<file path="config.mk">
export PLATFORM = sky130hd
export DESIGN_NAME = seq_alu
export DESIGN_NICKNAME = d
export VERILOG_FILES = /design/src/rtl/seq_alu.sv
export SDC_FILE = /design/constraint.sdc
export NUM_CORES = 1
export LEC_CHECK = 0
export ABC_CLOCK_PERIOD_IN_PS = 2500
export CORE_MARGIN = 2
export CORE_UTILIZATION = 54
export CTS_CLUSTER_SIZE = 28
export DETAILED_ROUTE_END_ITERATION = 10
export GPL_TIMING_DRIVEN = 0
export PLACE_DENSITY = 0.77
export SYNTH_ARGS = -nofsm -noshare
export SYNTH_HDL_FRONTEND = slang
export SYNTH_SLANG_ARGS = --single-unit
</file>
<file path="constraint.sdc">
create_clock -name clk -period 2.5 [get_ports clk]
set_input_delay 0.25 -clock clk [delete_from_list [all_inputs] [get_ports clk]]
set_output_delay 0.25 -clock clk [all_outputs]
set_load 0.02 [all_outputs]
</file>
<file path="src/rtl/seq_alu.sv">
// seq_alu: multi-cycle calculator ALU with a start/busy/done handshake.
// ADD/SUB take one compute cycle. MUL is a shift-add over WIDTH cycles.
// DIV is a restoring divider over WIDTH cycles. DIV by zero finishes in one cycle.
// Optional build macro SEQ_ALU_SIGNED_EN treats A and B as two's complement.
// In that build, MUL/DIV iterate on magnitudes and the sign is restored on
// the final iteration.
module seq_alu #(
  parameter int WIDTH = 8
) (
  input  logic                 clk,
  input  logic                 reset_n,
  input  logic                 start,
  input  logic [WIDTH-1:0]     A,
  input  logic [WIDTH-1:0]     B,
  input  logic [1:0]           op,
  output logic                 busy,
  output logic                 done,
  output logic [2*WIDTH-1:0]   result,
  output logic [WIDTH-1:0]     remainder,
  output logic                 negative,
  output logic                 div_by_zero
);

  localparam int CNT_W = $clog2(WIDTH) + 1;
  localparam int RW    = 2 * WIDTH;

  localparam logic [1:0] OP_ADD = 2'b00;
  localparam logic [1:0] OP_SUB = 2'b01;
  localparam logic [1:0] OP_MUL = 2'b10;

  typedef enum logic [1:0] {S_IDLE, S_CALC, S_DONE} state_t;

  state_t             r_state;
  logic [WIDTH-1:0]   r_a, r_b, r_bmag;
  logic [1:0]         r_op;
  logic [CNT_W-1:0]   r_cnt;
  logic [RW-1:0]      r_mcand, r_prod;
  logic [WIDTH-1:0]   r_mplier, r_rem, r_quot;
  logic               r_sa, r_sb;

  logic               w_inSa, w_inSb;
  logic [WIDTH-1:0]   w_inAmag, w_inBmag;
  logic [RW-1:0]      w_aExt, w_bExt, w_addRes, w_subRes;
  logic               w_addNeg, w_subNeg, w_mulNeg, w_divNeg, w_dbzNeg;
  logic [RW-1:0]      w_prodNext, w_mulRes, w_divQ;
  logic [WIDTH:0]     w_partial;
  logic [WIDTH-1:0]   w_diff, w_remNext, w_quotNext, w_quotFix, w_remFix;
  logic               w_ge, w_lastIter;

`ifdef SEQ_ALU_SIGNED_EN
  assign w_inSa   = A[WIDTH-1];
  assign w_inSb   = B[WIDTH-1];
  assign w_aExt   = {{WIDTH{r_a[WIDTH-1]}}, r_a};
  assign w_bExt   = {{WIDTH{r_b[WIDTH-1]}}, r_b};
  assign w_addRes = w_aExt + w_bExt;
  assign w_subRes = w_aExt - w_bExt;
  assign w_addNeg = w_addRes[RW-1];
  assign w_subNeg = w_subRes[RW-1];
  assign w_divQ   = {{WIDTH{w_quotFix[WIDTH-1]}}, w_quotFix};
  assign w_mulNeg = w_mulRes[RW-1];
  assign w_divNeg = w_divQ[RW-1];
  assign w_dbzNeg = 1'b1;
`else
  assign w_inSa   = 1'b0;
  assign w_inSb   = 1'b0;
  assign w_aExt   = RW'(r_a);
  assign w_bExt   = RW'(r_b);
  assign w_addRes = w_aExt + w_bExt;
  assign w_subNeg = (r_a < r_b);
  assign w_subRes = w_subNeg ? (w_bExt - w_aExt) : (w_aExt - w_bExt);
  assign w_addNeg = 1'b0;
  assign w_divQ   = RW'(w_quotFix);
  assign w_mulNeg = 1'b0;
  assign w_divNeg = 1'b0;
  assign w_dbzNeg = 1'b0;
`endif

  // Operand magnitudes are captured at accept so the iterations are always unsigned.
  assign w_inAmag = w_inSa ? (WIDTH'(0) - A) : A;
  assign w_inBmag = w_inSb ? (WIDTH'(0) - B) : B;

  assign w_prodNext = r_prod + (r_mplier[0] ? r_mcand : RW'(0));
  assign w_mulRes   = (r_sa ^ r_sb) ? (RW'(0) - w_prodNext) : w_prodNext;

  // Restoring step: bring in the next dividend bit, subtract only if it fits.
  assign w_partial  = {r_rem, r_quot[WIDTH-1]};
  assign w_ge       = (w_partial >= {1'b0, r_bmag});
  assign w_diff     = w_partial[WIDTH-1:0] - r_bmag;
  assign w_remNext  = w_ge ? w_diff : w_partial[WIDTH-1:0];
  assign w_quotNext = {r_quot[WIDTH-2:0], w_ge};
  assign w_quotFix  = (r_sa ^ r_sb) ? (WIDTH'(0) - w_quotNext) : w_quotNext;
  assign w_remFix   = r_sa ? (WIDTH'(0) - w_remNext) : w_remNext;

  assign w_lastIter = (r_cnt == CNT_W'(WIDTH - 1));

  // Control FSM with registered outputs and the iterative datapath.
  always_ff @(posedge clk or negedge reset_n) begin
    if (!reset_n) begin
      r_state     <= S_IDLE;
      r_a         <= '0;
      r_b         <= '0;
      r_bmag      <= '0;
      r_op        <= '0;
      r_cnt       <= '0;
      r_mcand     <= '0;
      r_prod      <= '0;
      r_mplier    <= '0;
      r_rem       <= '0;
      r_quot      <= '0;
      r_sa        <= 1'b0;
      r_sb        <= 1'b0;
      busy        <= 1'b0;
      done        <= 1'b0;
      result      <= '0;
      remainder   <= '0;
      negative    <= 1'b0;
      div_by_zero <= 1'b0;
    end else begin
      case (r_state)
        S_IDLE: begin
          if (start) begin
            r_a         <= A;
            r_b         <= B;
            r_op        <= op;
            r_bmag      <= w_inBmag;
            r_sa        <= w_inSa;
            r_sb        <= w_inSb;
            r_mcand     <= RW'(w_inAmag);
            r_mplier    <= w_inBmag;
            r_prod      <= '0;
            r_rem       <= '0;
            r_quot      <= w_inAmag;
            r_cnt       <= '0;
            negative    <= 1'b0;
            div_by_zero <= 1'b0;
            remainder   <= '0;
            busy        <= 1'b1;
            r_state     <= S_CALC;
          end
        end
        S_CALC: begin
          if (r_op == OP_ADD) begin
            result   <= w_addRes;
            negative <= w_addNeg;
            busy     <= 1'b0;
            done     <= 1'b1;
            r_state  <= S_DONE;
          end else if (r_op == OP_SUB) begin
            result   <= w_subRes;
            negative <= w_subNeg;
            busy     <= 1'b0;
            done     <= 1'b1;
            r_state  <= S_DONE;
          end else if (r_op == OP_MUL) begin
            r_prod   <= w_prodNext;
            r_mcand  <= r_mcand << 1;
            r_mplier <= r_mplier >> 1;
            r_cnt    <= r_cnt + 1'b1;
            if (w_lastIter) begin
              result   <= w_mulRes;
              negative <= w_mulNeg;
              busy     <= 1'b0;
              done     <= 1'b1;
              r_state  <= S_DONE;
            end
          end else if (r_b == '0) begin
            result      <= '1;
            remainder   <= r_a;
            div_by_zero <= 1'b1;
            negative    <= w_dbzNeg;
            busy        <= 1'b0;
            done        <= 1'b1;
            r_state     <= S_DONE;
          end else begin
            r_rem  <= w_remNext;
            r_quot <= w_quotNext;
            r_cnt  <= r_cnt + 1'b1;
            if (w_lastIter) begin
              result    <= w_divQ;
              remainder <= w_remFix;
              negative  <= w_divNeg;
              busy      <= 1'b0;
              done      <= 1'b1;
              r_state   <= S_DONE;
            end
          end
        end
        S_DONE: begin
          done    <= 1'b0;
          r_state <= S_IDLE;
        end
        default: r_state <= S_IDLE;
      endcase
    end
  end

endmodule

</file>
## After elaboration in Yosys (flattened, before gate mapping)

Cells that the tools add are included.

| cells by class | value |
|---|---|
| add/subtract/negate cells | 6 |
| magnitude comparators | 2 |
| eq/ne operators | 15 |
| mux-type cells | 80 |
| reduce and logical (&&, ||, !) cells | 14 |

Operators by type and width:

| cell | count |
|---|---|
| 2-to-1 mux 16 bit | 16 |
| 2-to-1 mux 8 bit | 20 |
| one-hot mux 16 bit (2 select lines) | 2 |
| one-hot mux 8 bit (2 select lines) | 4 |
| 2-to-1 mux 1 bit | 21 |
| 2-to-1 mux 4 bit | 5 |
| AND reduction 6 bit | 3 |
| subtractor 8 x 8 -> 9 bit | 2 |
| adder 16 bit | 1 |
| != test 2 bit (second input constant) | 7 |
| 2-to-1 mux 2 bit | 6 |
| AND reduction 5 bit | 2 |
| adder 8 x 8 -> 9 bit | 1 |
| >= comparator 9 x 8 -> 1 bit | 1 |
| logical NOT 8 bit | 1 |
| < comparator 8 bit | 1 |
| one-hot mux 1 bit (2 select lines) | 4 |
| one-hot mux 4 bit (2 select lines) | 1 |
| subtractor 8 bit | 1 |
| != test 3 bit (second input constant) | 2 |
| adder 4 x 1 -> 4 bit (second input constant) | 1 |
| equality test 2 x 1 -> 1 bit (second input constant) | 2 |
| equality test 2 bit (second input constant) | 2 |
| equality test 4 x 3 -> 1 bit (second input constant) | 1 |
| 7 further kinds | 10 |

| storage, ports and cells | value |
|---|---|
| bits in registers | 108 |
| input bits | 21 |
| word-level logic and storage cells | 133 |

## Depth between registers and ports, before layout

| depth | value |
|---|---|
| depth in word-level cells | 8 |
| mapped depth | 10 |
| gate-level depth less buffers | 10 |

## Worst setup path after synthesis

OpenSTA, ideal clock, no wires.

| timing path | value |
|---|---|
| path type | reg-to-reg |
| start | register r_mplier[0] |
| end | register result[14] |
| setup time | 0.126 ns |
| arrival time | 2.578 ns |
| required time | 2.374 ns |
| path slack | -0.204 ns |
| stages on the path, launching flop included | 10 |
| buffers on the path | 0 |
| clock period less this slack | 2.704 ns |
| cells stage by stage | dfrtp_1 > and2_1 > ha_1 > fa_1 > a21o_1 > a221oi_2 > o2111ai_1 > a2111oi_0 > nor3_1 > a221o_1 |

| between the ends | value |
|---|---|
| cells in the longest elaborated chain, start to end | 6 |

Ends and longest elaborated chain:

| item | RTL line | source |
|---|---|---|
| from (decl) | 38 | `logic [WIDTH-1:0] r_mplier, r_rem, r_quot;` |
| from (signal assigned) | 129 | `r_mplier <= w_inBmag;` |
| from (signal assigned) | 157 | `r_mplier <= r_mplier >> 1;` |
| 2-to-1 mux 16 bit | 82 | `assign w_prodNext = r_prod + (r_mplier[0] ? r_mcand : RW'(0));` |
| adder 16 bit | 82 |  |
| 2-to-1 mux 16 bit | 159 | `if (w_lastIter) begin` |
| 2-to-1 mux 16 bit | 154 | `end else if (r_op == OP_MUL) begin` |
| 2-to-1 mux 16 bit | 148 | `end else if (r_op == OP_SUB) begin` |
| 2-to-1 mux 16 bit | 142 | `if (r_op == OP_ADD) begin` |
| to (signal assigned) | 143 | `result <= w_addRes;` |
| to (signal assigned) | 149 | `result <= w_subRes;` |
| to (signal assigned) | 160 | `result <= w_mulRes;` |
| to (decl) | 18 | `output logic [2*WIDTH-1:0] result,` |

Every way passes these cells. The select of a mux whose other input is x is not followed.
A chain may end at the register's enable or synchronous reset.

## Worst setup path in the final report

Ends and elaborated chain as after synthesis.

==> metrics.md <==
| Metric | Value |
|---|---|
| Initial antenna violation count | `1` |
| Synth area leaders | `dfrtp_1 (38%), ha_1 (9.1%), o21ai_0 (3.8%), mux2_2 (3.2%), a21oi_1 (3.1%)` |
| Fin. Hold Viols | `0` |
| Die area | `between 10,000 and 15,000 um^2` |
| Most common library cells after synthesis | `dfrtp_1 (108), nand2_1 (57), o21ai_0 (54)` |
| Critical path arrival | `2990 ps` |
| Synth Cell Area | `approximately 7000 um^2` |
| Final WL | `22,200 um` |
| Failing checks | `negative setup slack` |
| Crit Reg-Reg Startpoint | `r_mplier[0]$_DFFE_PN0P_` |
| Die height | `approximately 120 um` |
| Avg Inst Size Synth | `approximately 9.5 um^2` |
| Antenna Violating Nets Remaining | `0` |
| Average wire per standard cell | `~21 um` |
| Final period util | `109%` |
| Final setup fails | `11` |
| Most instantiated library cell after synthesis | `dfrtp_1` |
| Max cap viols | `0` |
| Area growth syn-to-layout | `29.6%` |
| Util after Layout | `roughly 72%` |
| Die Wd | `118 um` |
| Later-pin clock latency in the skew report | `370 ps` |
| Status | `finished, violations left` |
| Largest net degree at the start of global routing | `75` |
| Number of placed I/O pins | `49` |
| Global Route Usage Sum | `between 30% and 40%` |
| Slew HR | `between 40% and 50%` |
| CP Max Fanout | `7` |
| #FFs+latches synth | `between 100 and 150` |
| Synth unique cells | `72` |
| # DRC | `0` |
| Final instance area | `9130 um^2` |
| Least-Margin Pin Slew | `between 800 and 900 ps` |
| Ys Warns | `0` |
| Fin. max-slew vios | `0` |
| Clock slew at reported path FFs | `around 80 ps` |
| Cells after DPL | `966` |
| Worst slack, placed | `-427 ps` |
| Via count | `~6,700` |
| Reg2Reg Depth | `10` |
| H-tree levels | `3` |
| Worst VDD drop | `roughly 0.71 mV` |
| Power Density | `between 1000 and 1500 nW/um^2` |
| Synth Net Count | `822` |
| Fmax | `365 MHz` |
| Row cnt | `between 40 and 50` |
| Post-DP HPWL | `15,600 um` |
| Global-route wire length before repair | `about 34,000 um` |
| Via/cell ratio | `~6.5` |
| Min Tclk post-route | `2740 ps` |
| Leakage | `a little over 4 nW` |
| Share of cells above drive strength 1 | `approximately a quarter` |
| Dpl cell area | `roughly 7800 um^2` |
| Detailed Routing Iterations Pass 1 | `9` |
| Reg2reg end | `result[14]$_DFFE_PN0P_` |
| CORE AREA | `12,700 um^2` |
| Asr flop ratio synth | `100%` |
| Req. time, crit path | `roughly 2800 ps` |
| DR iter-0 viols | `approximately 740` |
| Vias in the first global route | `about 6,300` |
| EDFF count, synth | `0` |
| CP Capture Type | `flop` |
| Critical-path top delay cell | `dfrtp_2` |
| Share of the synthesized area in the top cell type | `a little under two fifths` |
| Maximum clock path buffer count | `2` |
| Crit path max-delay family | `compound AO/OA/AOI/OAI gates` |
| Final #Nets | `approximately 930` |
| Worst-path cell chain | `and2_4 > ha_4 > fa_2 > a21o_1 > a221oi_4 > buf_6 > o2111ai_4 > a2111oi_4 > nor3_2 > a221o_1` |
| CTS Buf Count | `9` |
| CTS tree | `done` |
| Unrepaired setup endpoints after global routing | `yes` |
| Final setup margin | `-236 ps` |
| Worst Setup Path Type | `reg2reg` |
| Root Buffer | `clkbuf_16` |
| CP bufs+invs | `1` |
| Worst hold margin | `388 ps` |
| Initial Util | `a little under three fifths` |
| Port buffer count | `between 40 and 50` |
| Post-synthesis sequential area ratio | `38.4%` |
| Predominant post-synthesis flop cell | `dfrtp_1` |
| Post-Synthesis Cells | `745` |
| Reg2reg setup slack | `-240 ps` |
| CP Launch Type | `flop` |
| Hold crit path type | `in2async` |
| Layout Skew | `~11 ps` |
| Max stage delay on crit path | `~460 ps` |
| Synth area leader | `dfrtp_1` |
| Routability Congestion | `about 0.92` |
| Aggregate global routing overflow | `0` |
| Fin cells | `1,033` |
| CTS sink cnt | `108` |
-- stage by stage --
step                TNS (ps)  total power, W
floorplan               -117         0.00705
global placement     -312780         0.00881
detailed placement     -9880         0.00899
CTS                     -726          0.0111
global route           -2590          0.0126
finish                 -1020          0.0119
-- worst max-delay path by stage --
stage	startpoint	to	slack, ps	depth (start not counted)
global route	r_mplier[0]$_DFFE_PN0P_	result[14]$_DFFE_PN0P_	-320	10
global placement	reset_n	r_bmag[2]$_DFFE_PN0P_	-2840	1
finish	r_mplier[0]$_DFFE_PN0P_	result[14]$_DFFE_PN0P_	-240	10
detailed placement	r_mplier[0]$_DFFE_PN0P_	result[11]$_DFFE_PN0P_	-430	10
floorplan	r_mplier[0]$_DFFE_PN0P_	result[14]$_DFFE_PN0P_	-100	9
CTS	r_mplier[0]$_DFFE_PN0P_	result[6]$_DFFE_PN0P_	-200	11
-- cell usage in the layout (no fill, tap or decap), drive strengths merged, types with 9 or more instances in the layout --
cell type,count
nand2,57
dfrtp,108
xnor2,11
a222oi,15
o21ai,57
buf,62
a21oi,46
and2,19
clkbuf,34
xor2,11
a21o,11
mux2i,20
nor2b,10
mux2,21
a22o,24
inv,53
clkdlybuf4s50,47
ha,51
nor2,51
nand3,9
-- cells by family (layout without fill, tap and decap cells) --
group / after synthesis / after routing / share of synthesized area (%)
AOI/OAI and AO/OA: 239 / 240 / 24.1
adders and majority gates: 56 / 56 / 10.5
xor gates and xnor gates: 22 / 22 / 2.74
buffers and inverters: 88 / 202 / 4.90
and+or+nand+nor: 191 / 191 / 13.1
DFF: 108 / 108 / 38.4
muxes: 41 / 41 / 6.25
other: 0 / 1 / 0
-- timing repair --
item / in CTS / in global routing
setup endpoints to repair: 65 / 85
resized for setup: 70 / 80
pin swaps: 25 / 33
hold buffers: 1 / 0
gates cloned: 1 / 1
buffers inserted: 31 / 22
endpoints found under the hold margin: 34 / 0
-- power breakdown --
part / total (W) / switching, W / internal, W
combinational: 0.00753 / 0.00429 / 0.00324
sequential: 0.00290 / 0.000605 / 0.00230
clock: 0.00148 / 0.000763 / 0.000713
total: 0.0119 / 0.00566 / 0.00625
-- layout make-up --
class / instances / area, um^2
clock buffers: 9 / 225
plain buffers: 31 / 164
multi-input cells: 550 / 4560
fillers: 947 / 3550
repair buffers: 104 / 962
clock inverters: 7 / 75.1
flip-flops and latches: 108 / 2720
well taps: 172 / 215
inverters: 51 / 195
diodes: 1 / 2.50
-- worst reg2reg max path, delay by kind of cell, from the launching register on --
family	cells	cell delay, ps
AO/OA/AOI/OAI	5	1250
adder cells (fa/ha/maj)	2	500
buffers and inverters	1	160
flip-flops	1	460
AND/OR/NAND/NOR	2	240
-- per-layer routing --
layer | global-route usage, % | up-vias | routed length [um]
met2 | 48.9 | 357 | 10500
li1 | - | 2967 | -
met4 | 9.34 | 0 | 651
met3 | 7.77 | 45 | 1860
met1 | 41.9 | 3315 | 9190
met5 | 0 | - | 0
-- sequential cells by signal (all words and copies together) (netlist names), 2 cells and up --
signal / count
r_rem: 8
remainder: 8
r_a: 8
r_prod: 16
r_quot: 8
r_bmag: 8
r_state: 2
r_mcand: 16
r_op: 2
r_mplier: 8
result: 16
r_cnt: 4
Note: power is estimated with default switching activity, not from simulation.
==> edit 1: new RTL, config.mk and constraints unchanged <==
Re-encode `state_t` (3 states) as one-hot, 3 bits wide.
--- a/src/rtl/seq_alu.sv
+++ b/src/rtl/seq_alu.sv
@@ -30,3 +30,3 @@
 
-  typedef enum logic [1:0] {S_IDLE, S_CALC, S_DONE} state_t;
+  typedef enum logic [2:0] {S_IDLE = 3'b001, S_CALC = 3'b010, S_DONE = 3'b100} state_t;
 
Check against the original RTL: no difference found for any inputs over 4 cycles, from zero or initial values and one cycle with reset_n low; so few cycles prove little.
==> edit 1 against the unedited design <==
The run still ends with setup timing left. Area after synthesis up 2.0%. Final area down 0.25%. Non-clock buffer count down 13. Worst setup slack better by 120 ps. Count of clock-buffer cells in the layout unchanged. Sequential cell count up 1. Synthesized cell count up 6.2%. Routed wire length up 2.5%. Total power down 4.7%. Clock skew about the same. Critical endpoint unchanged. Highest routed layer unchanged.
==> edit 1: results (changes against the unedited design) <==
.. list-table::
   :header-rows: 1

   * - Metric
     - Value
   * - Kind of path behind the tightest hold check
     - in2reg
   * - Static power due to leakage
     - 3.87 nW (-4.3%)
   * - Share of power burned in combinational logic
     - 61.8% (-1.4 points)
   * - DRT Wirelength
     - 22.7 mm (+2.5%)
   * - Wire length of the first global-routing pass
     - 34.4 mm (+1.6%)
   * - Fin Clk Skew
     - 10.3 ps (-0.363 ps)
   * - Largest registers ranked by flip-flop count
     - r_mcand: 16 flops, r_prod: 16 flops, result: 16 flops
   * - Vias in the first global route
     - 6321 (+0.095%)
   * - Total Nets Final
     - 961 (+3.1%)
   * - Initial antenna violation count
     - 0 (-1)
   * - Largest net degree at the start of global routing
     - 58 (-23%)
   * - WP data arrival
     - 2880 ps (-110 ps)
   * - Number of failing setup endpoints in the final timing report
     - 9 (-2)
   * - Half-perimeter wire length after detailed placement
     - 16.2 mm (+4.1%)
   * - Net count after synthesis
     - 865 (+5.2%)
   * - Routed via count
     - 6745 (+0.91%)
   * - Main area contributors after synthesis
     - sky130_fd_sc_hd__dfrtp_1, sky130_fd_sc_hd__ha_1, sky130_fd_sc_hd__o21ai_0
   * - Fraction of the yosys area taken by sequential cells
     - 38.0% (-0.40 points)
   * - Fraction of final layout cells sized beyond drive strength 1
     - 20.9% (-4.4 points)
   * - Most instantiated cells after synthesis
     - sky130_fd_sc_hd__dfrtp_1, sky130_fd_sc_hd__nand2_1, sky130_fd_sc_hd__o21ai_0, sky130_fd_sc_hd__nor2_1, sky130_fd_sc_hd__ha_1
   * - PnR worst setup slack
     - -118 ps (+118 ps)
   * - Setup TNS Final
     - -464 ps (+554 ps)
   * - VDD IR max
     - 593 uV (-16%)
   * - Power spent charging and discharging nets
     - 0.00538 W (-4.9%)
   * - Violations in the final reports
     - setup timing
   * - Slew Limit Headroom
     - 51.5% (+8.7 points)
   * - Number of distinct library cells after synthesis
     - 79 (+9.7%)
   * - Highest fanout seen on the critical path
     - 8 (+1)
   * - Relative contribution of the clock network to total power
     - 13.3% (+0.9 points)
   * - GRT Resource Usage Total
     - 31.2% (+0.33 points)
   * - Outcome
     - finished with violations
   * - Worst setup slack before clock tree synthesis
     - -376 ps (+51.9 ps)
   * - Antenna Diode Count
     - 0 (-1)
   * - DRT Pass-1 Iters
     - 5 (-4)
## edit 1: changes by cell type in the layout (fill, tap and decap cells not counted), sizes merged, moves of 6 or more
cell,before,now
nand3,9,20
o21ai,57,81
buf,62,49
nor3,7,22
mux2,21,4
a222oi,15,0
a21o,11,19
inv,53,41
a22o,24,18
nand2,57,84
## edit 1: kinds of logic (layout without fill, tap and decap cells)
logic type	count (synthesis)	count (layout)	share of synthesized area (%)
multiplexers	21	21	2.99
AO/OA/AOI/OAI	255	255	24.7
AND/OR/NAND/NOR	259	259	18.1
buffers and inverters	75	176	4.21
adder cells (fa/ha/maj)	53	53	9.75
flip-flops	109	109	38.0
XOR/XNOR	19	19	2.32
## edit 1: through the flow
step	cells	instance area (um^2)	hold WS [ps]
6_report	1068	9100	418
5_1_grt	1068	9100	460
4_1_cts	1056	8650	420
3_5_place_dp	1016	7930	348
3_3_place_gp	1015	7900	462
2_1_floorplan	791	7200	-45.6
## edit 1: path summary, 6_finish.rpt
path / from / to / slack (ps) / depth (start not counted)
max: r_mplier[0]$_DFFE_PN0P_ / result[14]$_DFFE_PN0P_ / -120 / 10
min: op[0] / r_op[0]$_DFFE_PN0P_ / 420 / 3
max reg2reg: r_mplier[0]$_DFFE_PN0P_ / result[14]$_DFFE_PN0P_ / -120 / 10
min reg2reg: div_by_zero$_DFFE_PN0P_ / div_by_zero$_DFFE_PN0P_ / 480 / 1
max in group asynchronous: reset_n / r_a[1]$_DFFE_PN0P_ / 1290 / 3
min in group asynchronous: reset_n / result[4]$_DFFE_PN0P_ / 460 / 2
## edit 1: worst max-delay path: cells and delay by family (launching register included)
kind	cells	cell delay, ps
AOI/OAI and AO/OA	5	950
xor gates and xnor gates	1	170
adders and majority gates	2	530
buffers and inverters	1	200
DFF	1	470
and+or+nand+nor	1	170
## edit 1: routing by layer
layer  vias up  routed length (um)  GRT usage (%)
li1       3064                   -              -
met1      3327               10000           44.9
met2       310               10100           47.4
met3        44                2010           7.09
met4         0                 624           8.90
met5         -                   0              0
## edit 1: final cells by class
type / count / area (um^2)
fillers: 1018 / 4040
plain buffers: 35 / 186
clock buffers: 9 / 225
repair buffers: 87 / 818
inverters: 38 / 145
well taps: 176 / 220
multi-input cells: 607 / 4680
flip-flops and latches: 109 / 2750
clock inverters: 7 / 85.1
## edit 1: what timing repair did
action	CTS	global route
pin swaps	20	27
endpoints found under the hold margin	51	0
endpoints found under the setup margin	34	44
hold buffers	1	0
resized for setup	43	87
setup buffers	25	12
==> edit 2: new RTL, config.mk and constraints unchanged <==
Made on the original files. Add a define of `SEQ_ALU_SIGNED_EN`.
--- a/src/rtl/seq_alu.sv
+++ b/src/rtl/seq_alu.sv
@@ -6,2 +6,4 @@
 // the final iteration.
+`define SEQ_ALU_SIGNED_EN
+
 module seq_alu #(
Formal check against the unedited RTL: not equivalent (Yosys sat finds a counterexample within 4 cycles, from zero or initial values and one cycle with reset_n low).
==> edit 2 against the unedited design <==
The run still ends with setup timing left. Sequential share of layout area down 2.6 points. Cell count increased by 18%. Sequential cell count is 7 higher. Routed wire length up 16%. Worst setup slack worse by 990 ps. Final area rose by 16%. Area after synthesis increased by 12%. Highest routed layer unchanged.
Power is not shown: default switching activity piles up to over one toggle a cycle in this logic, so the estimate is an artifact.
==> edit 2: results (changes against the unedited design) <==
.. list-table::
   :header-rows: 1

   * - Metric
     - Value
   * - Clock-pin slew on the worst setup and hold paths
     - 60 ps (-20 ps)
   * - Layout fillers
     - 951 (+0.42%)
   * - Transition time of the tightest slew-check pin
     - 731 ps (-128 ps)
   * - PnR worst setup slack
     - -1220 ps (-986 ps)
   * - Total met2 wirelength after detailed routing
     - 11.4 mm (+9.4%)
   * - Largest net degree at the start of global routing
     - 91 (+21%)
   * - Violations in the final reports
     - setup timing
   * - Initial antenna violation count
     - 0 (-1)
   * - Half-perimeter wire length after detailed placement
     - 15.9 mm (+1.8%)
   * - Sequential cell area
     - 0.00288 mm^2 (+5.9%)
   * - Number of buffers created by CTS
     - 17 (+8)
   * - Outcome
     - finished with violations
   * - Antenna Diode Count
     - 0 (-1)
   * - Main area contributors after synthesis
     - sky130_fd_sc_hd__dfrtp_1, sky130_fd_sc_hd__ha_1, sky130_fd_sc_hd__o21ai_0
   * - Highest fanout seen on the critical path
     - 8 (+1)
   * - Number of failing setup endpoints in the final timing report
     - 37 (+26)
   * - DRT Wirelength
     - 25.8 mm (+16%)
   * - Wire length of the first global-routing pass
     - 37.9 mm (+12%)
   * - Fraction of final layout cells sized beyond drive strength 1
     - 24.6% (-0.62 points)
   * - Number of multi-input logic gates
     - 700 (+27%)
   * - Global-route track usage on met2
     - 46.7% (-2.2 points)
   * - Number of non-clock buffers in the layout
     - 138 (+2.2%)
   * - Vias in the first global route
     - 7261 (+15%)
   * - Total number of H-tree levels
     - 4 (+1)
   * - Fin Clk Skew
     - 11.5 ps (+0.850 ps)
   * - Number of resized instances in the post-cts repair step
     - 125 (+79%)
   * - Count of port buffers added during placement
     - 46 (-4.2%)
   * - Footprint of the multi-input gates
     - 0.00550 mm^2 (+21%)
   * - Routed met1 length
     - 10.5 mm (+14%)
   * - Total Nets Final
     - 1100 (+18%)
   * - Number of distinct library cells after synthesis
     - 66 (-8.3%)
   * - Synthesized-area fraction occupied by ao, oa, aoi and oai cells
     - 21.6% (-2.5 points)
   * - Fraction of the yosys area taken by sequential cells
     - 36.5% (-1.9 points)
edit 2: worst max-delay path: stages, from the launching register on:
cell                       delay, ps
sky130_fd_sc_hd__dfrtp_2         460
sky130_fd_sc_hd__and2_4          170
sky130_fd_sc_hd__ha_4            170
sky130_fd_sc_hd__fa_2            420
sky130_fd_sc_hd__xnor2_2         370
sky130_fd_sc_hd__and3_1          330
sky130_fd_sc_hd__nand4_1         150
sky130_fd_sc_hd__or4b_4          510
sky130_fd_sc_hd__or4_1           410
sky130_fd_sc_hd__o32a_1          220
sky130_fd_sc_hd__a31oi_4         230
sky130_fd_sc_hd__o221ai_2        110
sky130_fd_sc_hd__nand3_1          90
edit 2: through the flow:
step	TNS (ps)	worst slack [ps]	util (%)	cells	cell area (um^2)
after detailed placement	-24280	-1440	60.7	1145	8760
after global placement	-409150	-3370	60.5	1144	8730
after global routing	-18870	-1290	73.4	1224	10600
final	-16260	-1220	73.4	1224	10600
after floorplan	-5780	-834	-	914	8040
after CTS	-11600	-1080	70.0	1207	10100
